--- src/rtl/buf_rx_fifo.sv ---
// Four-phase REQ/ACK receiver that queues each word in a small FIFO with a valid/ready output.
// Optional sequence checker enabled by defining BUF_RX_SEQ_CHECK_EN.
module buf_rx_fifo #(
    parameter int unsigned WIDTH       = 32,
    parameter int unsigned DEPTH       = 4,
    parameter int unsigned AW          = 2,
    parameter int unsigned SYNC_STAGES = 2
) (
    input  logic             clk,
    input  logic             rst_n,
    input  logic             BtoR_REQ,
    input  logic [WIDTH-1:0] DO,
    output logic             RtoB_ACK,
    output logic             out_valid,
    input  logic             out_ready,
    output logic [WIDTH-1:0] out_data,
    output logic [AW:0]      count,
    output logic             seq_err
);

    localparam logic [AW:0] Full = (AW + 1)'(DEPTH);

    typedef enum logic [1:0] {StIdle, StCapture, StAck, StRelease} state_e;

    state_e                 state_q;
    logic                   ack_q;
    logic [SYNC_STAGES-1:0] sync_q;
    logic                   req_s;
    logic                   req_all;
    logic [WIDTH-1:0]       mem_q [DEPTH];
    logic [AW-1:0]          wr_ptr_q;
    logic [AW-1:0]          rd_ptr_q;
    logic [AW:0]            count_q;
    logic                   push;
    logic                   pop;

    always_ff @(posedge clk or negedge rst_n) begin
        if (!rst_n) begin
            sync_q <= '0;
        end else begin
            sync_q <= {sync_q[SYNC_STAGES-2:0], BtoR_REQ};
        end
    end

    assign req_s   = sync_q[SYNC_STAGES-1];
    // Requiring every stage high rejects REQ pulses shorter than the synchronizer depth.
    assign req_all = &sync_q;

    always_ff @(posedge clk or negedge rst_n) begin
        if (!rst_n) begin
            state_q <= StIdle;
            ack_q   <= 1'b0;
        end else begin
            unique case (state_q)
                StIdle: begin
                    ack_q <= 1'b0;
                    if (req_all && (count_q != Full)) state_q <= StCapture;
                end
                StCapture: begin
                    state_q <= StAck;
                    ack_q   <= 1'b1;
                end
                StAck: begin
                    if (!req_s) begin
                        state_q <= StRelease;
                        ack_q   <= 1'b0;
                    end
                end
                StRelease: begin
                    state_q <= StIdle;
                    ack_q   <= 1'b0;
                end
                default: begin
                    state_q <= StIdle;
                    ack_q   <= 1'b0;
                end
            endcase
        end
    end

    assign push = (state_q == StCapture);
    assign pop  = out_valid & out_ready;

    always_ff @(posedge clk) begin
        if (push) mem_q[wr_ptr_q] <= DO;
    end

    always_ff @(posedge clk or negedge rst_n) begin
        if (!rst_n) begin
            wr_ptr_q <= '0;
            rd_ptr_q <= '0;
            count_q  <= '0;
        end else begin
            if (push) wr_ptr_q <= wr_ptr_q + 1'b1;
            if (pop)  rd_ptr_q <= rd_ptr_q + 1'b1;
            unique case ({push, pop})
                2'b10:   count_q <= count_q + 1'b1;
                2'b01:   count_q <= count_q - 1'b1;
                default: count_q <= count_q;
            endcase
        end
    end

`ifdef BUF_RX_SEQ_CHECK_EN
    logic [WIDTH-1:0] expect_q;
    logic             seq_err_q;

    always_ff @(posedge clk or negedge rst_n) begin
        if (!rst_n) begin
            expect_q  <= '0;
            seq_err_q <= 1'b0;
        end else if (push) begin
            // Resync to the received value so one gap flags once, not on every later word.
            expect_q <= DO + 1'b1;
            if (DO != expect_q) seq_err_q <= 1'b1;
        end
    end

    assign seq_err = seq_err_q;
`else
    assign seq_err = 1'b0;
`endif

    assign RtoB_ACK  = ack_q;
    assign out_valid = (count_q != '0);
    assign out_data  = mem_q[rd_ptr_q];
    assign count     = count_q;

endmodule

--- config.mk ---
export PLATFORM = sky130hd
export DESIGN_NAME = buf_rx_fifo
export DESIGN_NICKNAME = d
export VERILOG_FILES = /design/src/rtl/buf_rx_fifo.sv
export SDC_FILE = /design/constraint.sdc
export NUM_CORES = 1
export LEC_CHECK = 0
export CAP_MARGIN = 15
export CORE_MARGIN = 1
export CORE_UTILIZATION = 49
export DETAILED_ROUTE_END_ITERATION = 6
export PLACE_DENSITY_LB_ADDON = 0.2
export SKIP_LAST_GASP = 1
export SYNTH_ARGS = -nofsm -noshare
export SYNTH_HDL_FRONTEND = slang
export SYNTH_SLANG_ARGS = --single-unit
--- constraint.sdc ---
create_clock -name clk -period 2.02 [get_ports clk]
set_input_delay 0.404 -clock clk [delete_from_list [all_inputs] [get_ports clk]]
set_output_delay 0.404 -clock clk [all_outputs]
set_load 0.05 [all_outputs]
==> flow_summary_export.csv <==
group,metric,value,unit
critical_path,cpMostUsedCell,"buf_12",
floorplanning,fp.dieArea,11300,um^2
critical_path,crit_path_end_kind,"primary output",
timing,fin_ws,-0.295,ns
critical_path,worstPathRequired,1.62,ns
synthesis,synth_fa_ha_area_share,2.48,%
synthesis,ys_seq_area_share,77.4,%
detailed_routing,vias_per_cell,5.27,
synthesis,synth.avg_cell_area,23.5,um^2
global_route,antenna_found_initial,0,
timing,layout_min_cycle_time,2.32,ns
placement,io_buffer_count,72,
critical_path,start_kind,"flip-flop",
synthesis,yosysTopAreaCell,"edfxtp_1",
global_route,grt_max_degree,29,
power_and_ir_drop,cellLeakagePower,2.55,nW
timing,finalHoldViolations,0,
cts,cts.sinks,140,
power_and_ir_drop,p_per_area,1770,nW/um^2
synthesis,mappedNetlistArea,5350,um^2
flow_run,maxCapViolations,0,
layout,drive_gt1_share,37.3,%
synthesis,synth.area.top_cells,"edfxtp_1 72%, mux4_2 12%, dfrtp_1 5.6%",
timing,setup_viol,32,
detailed_routing,first_iter_violations,93,
layout,nets,380,
floorplanning,dieWidth,107,um
cts,cts_made_buffers,17,
critical_path,cp_slowest_cell,"mux4_2",
floorplanning,std_cell_rows,37,
global_route,grt_pass1_vias,2677,
synthesis,synth_compound_area_share,1.22,%
synthesis,synth_top_family_by_area,"multiplexers",
synthesis,yosys_warnings,0,
timing,finalHoldWorstSlack,0.252,ns
floorplanning,die_h,107,um
cts,htreeDepth,4,
synthesis,synth-xor-area-share,0.982,%
cts,cts-hold-fix-buffers,0,
layout,multi_input_area,1070,um^2
synthesis,synth_mux_area_share,14.1,%
layout,seqCellArea,4150,um^2
timing,rsz0062_at_grt,"yes",
timing,fin_skew,0.00935,ns
cts,clockBufferDepth,2,
timing,maxSlewViolCount,0,
detailed_routing,first_pass_iters,4,
placement,gp_congestion,0.666,
critical_path,cp_slowest_stage_delay,0.55,ns
run_status,status,"complete, but fails checks",
critical_path,crit_arrival,1.91,ns
synthesis,synth.distinct_cells,28,
cts,clk_latency,0.51,ns
cts,cts_tree,"done",
detailed_routing,routed_wl,9280,um
global_route,grt_pass1_wl,14500,um
min_path,hp-class,"input port to async pin",
floorplanning,top_level_ports,74,
power_and_ir_drop,irDropWorstVdd,1090,uV
synthesis,ys_seq_elements,140,
synthesis,synthSimpleGateAreaFrac,1.29,%
detailed_routing,route.detailed.drc,0,
timing,finalCritPeriodShare,115,%
layout,final_util,68.5,%
timing,fmax,0.432,GHz
synthesis,synth_nets,274,
timing,tightest_slew,0.547,ns
critical_path,worstSetupPathType,"flip-flop to primary output",
synthesis,syn_inst,228,
floorplanning,initial_core_util,51.1,%
detailed_routing,vias,2539,
global_route,gr-total-overflow,0,
detailed_routing,wl_per_cell,19.3,um
detailed_routing,ant_nets,0,
global_route,grt.total_usage,18.1,%
layout,area_growth,33.9,%
critical_path,path_max_fanout,8,
cts,cts_root_buf,"clkbuf_8",
synthesis,netlist.area_leader.share,71.8,%
layout,antenna_cells,0,
timing,max_slew_margin,63.4,%
floorplanning,core,10500,um^2
placement,hpwl,5530,um
cts,clkSlewWorstSetupHoldPaths,0.06,ns
layout,fillers,698,
run_status,failed_checks,"negative setup slack",
critical_path,cp_cell_sequence,"buf_6 > buf_12 > mux4_2 > buf_12",
[sequential cells by signal (all words and copies together), names as in the netlist]
signal    flops
RtoB_ACK      1
count         3
mem_q       128
rd_ptr_q      2
state_q       2
sync_q        2
wr_ptr_q      2
[per-stage QoR]
step / setup slack [ns] / setup TNS, ns / std cells / power (mW) / area, um^2
after floorplan: 0.0100 / 0 / 228 / 7.36 / 5350
after detailed placement: -0.0973 / -0.0973 / 443 / 9.26 / 6410
final: -0.295 / -8.52 / 482 / 12.7 / 7170
after CTS: -0.325 / -9.51 / 482 / 12.8 / 7160
after global routing: -0.364 / -10.81 / 482 / 13.2 / 7170
after global placement: -0.0408 / -0.0408 / 443 / 9.17 / 6410
[layout make-up]
| type | count | share of cell area (%) |
|---|---|---|
| clock buffer | 17 | 5.78 |
| multi-input combinational | 71 | 14.9 |
| inverter | 8 | 0.419 |
| clock inverter | 14 | 2.69 |
| tap | 136 | 2.37 |
| sequential | 140 | 57.9 |
| timing repair buffer | 96 | 16.0 |
[cell usage in the layout, fill, tap and decap left out, types with 3 or more instances in the layout]
cell             instances
edfxtp_1               128
bufinv_16                4
buf_6                   21
xor2_1                   4
dfrtp_1                 10
inv_6                    3
inv_1                    8
nand2_1                  4
dlygate4sd2_1            3
clkdlybuf4s50_1         35
clkbuf_16               16
ha_1                     9
mux4_2                  32
buf_12                  18
buf_4                   17
and2_2                   4
[per-layer routing]
metal / global-route usage, % / vias to the layer above / routed length (um)
li1: - / 1145 / -
met5: 0 / - / 0
met1: 21.4 / 1319 / 3770
met2: 31.8 / 65 / 5060
met3: 4.90 / 10 / 359
met4: 6.75 / 0 / 89
[path summary, 6_finish.rpt]
kind / startpoint / endpoint / slack (ns) / cells after the start
worst max-delay path: rd_ptr_q[0] / out_data[26] / -0.30 / 4
worst min-delay path: rst_n / wr_ptr_q[0] / 0.25 / 1
worst max register to register: state_q[0] / count[2] / 0.22 / 8
worst min register to register: sync_q[0] / sync_q[1] / 0.39 / 0
max in group asynchronous: rst_n / rd_ptr_q[0] / 1.37 / 1
min in group clk: BtoR_REQ / sync_q[0] / 0.35 / 1
[critical path: cells and delay by family, from the launching register on]
family / cells / cell delay (ns)
muxes: 1 / 0.55
DFF: 1 / 0.42
buffers and inverters: 3 / 0.44
[cell families (layout without fill, tap and decap cells)]
group           Yosys count  in the layout
flops                   140            140
mux                      34             34
buf+inv                  17            135
simple gates             12             12
fa+ha+maj                10             10
compound gates            8              8
xor+xnor                  6              6
other cells               1              1
[synthesized netlist by cell type]
master / count
a221o_1: 1
mux2_2: 1
xor2_1: 4
buf_2: 3
mux4_2: 28
edfxtp_1: 128
o21a_1: 2
inv_1: 8
o31a_1: 1
nand2_1: 4
and2_1: 5
clkbuf_1: 1
nor3b_2: 1
conb_1: 1
xnor2_1: 2
buf_4: 1
a21oi_1: 1
dfrtp_1: 12
nor2_1: 1
o21ai_0: 2
mux2i_1: 1
or3_1: 1
ha_1: 9
o32ai_2: 1
buf_12: 3
buf_6: 1
mux4_1: 4
fa_1: 1
[report_power, final]
part	internal (mW)	switching, mW	total, mW
registers	3.74	0.211	3.95
clock network	2.00	1.13	3.14
logic	2.51	3.09	5.59
[timing repair]
action                     in CTS  in global routing
resized for setup              30                  1
setup endpoints to repair      35                 32
buffers inserted                7                  0
cloned                          1                  0
Power figures use the tool's default switching activity.
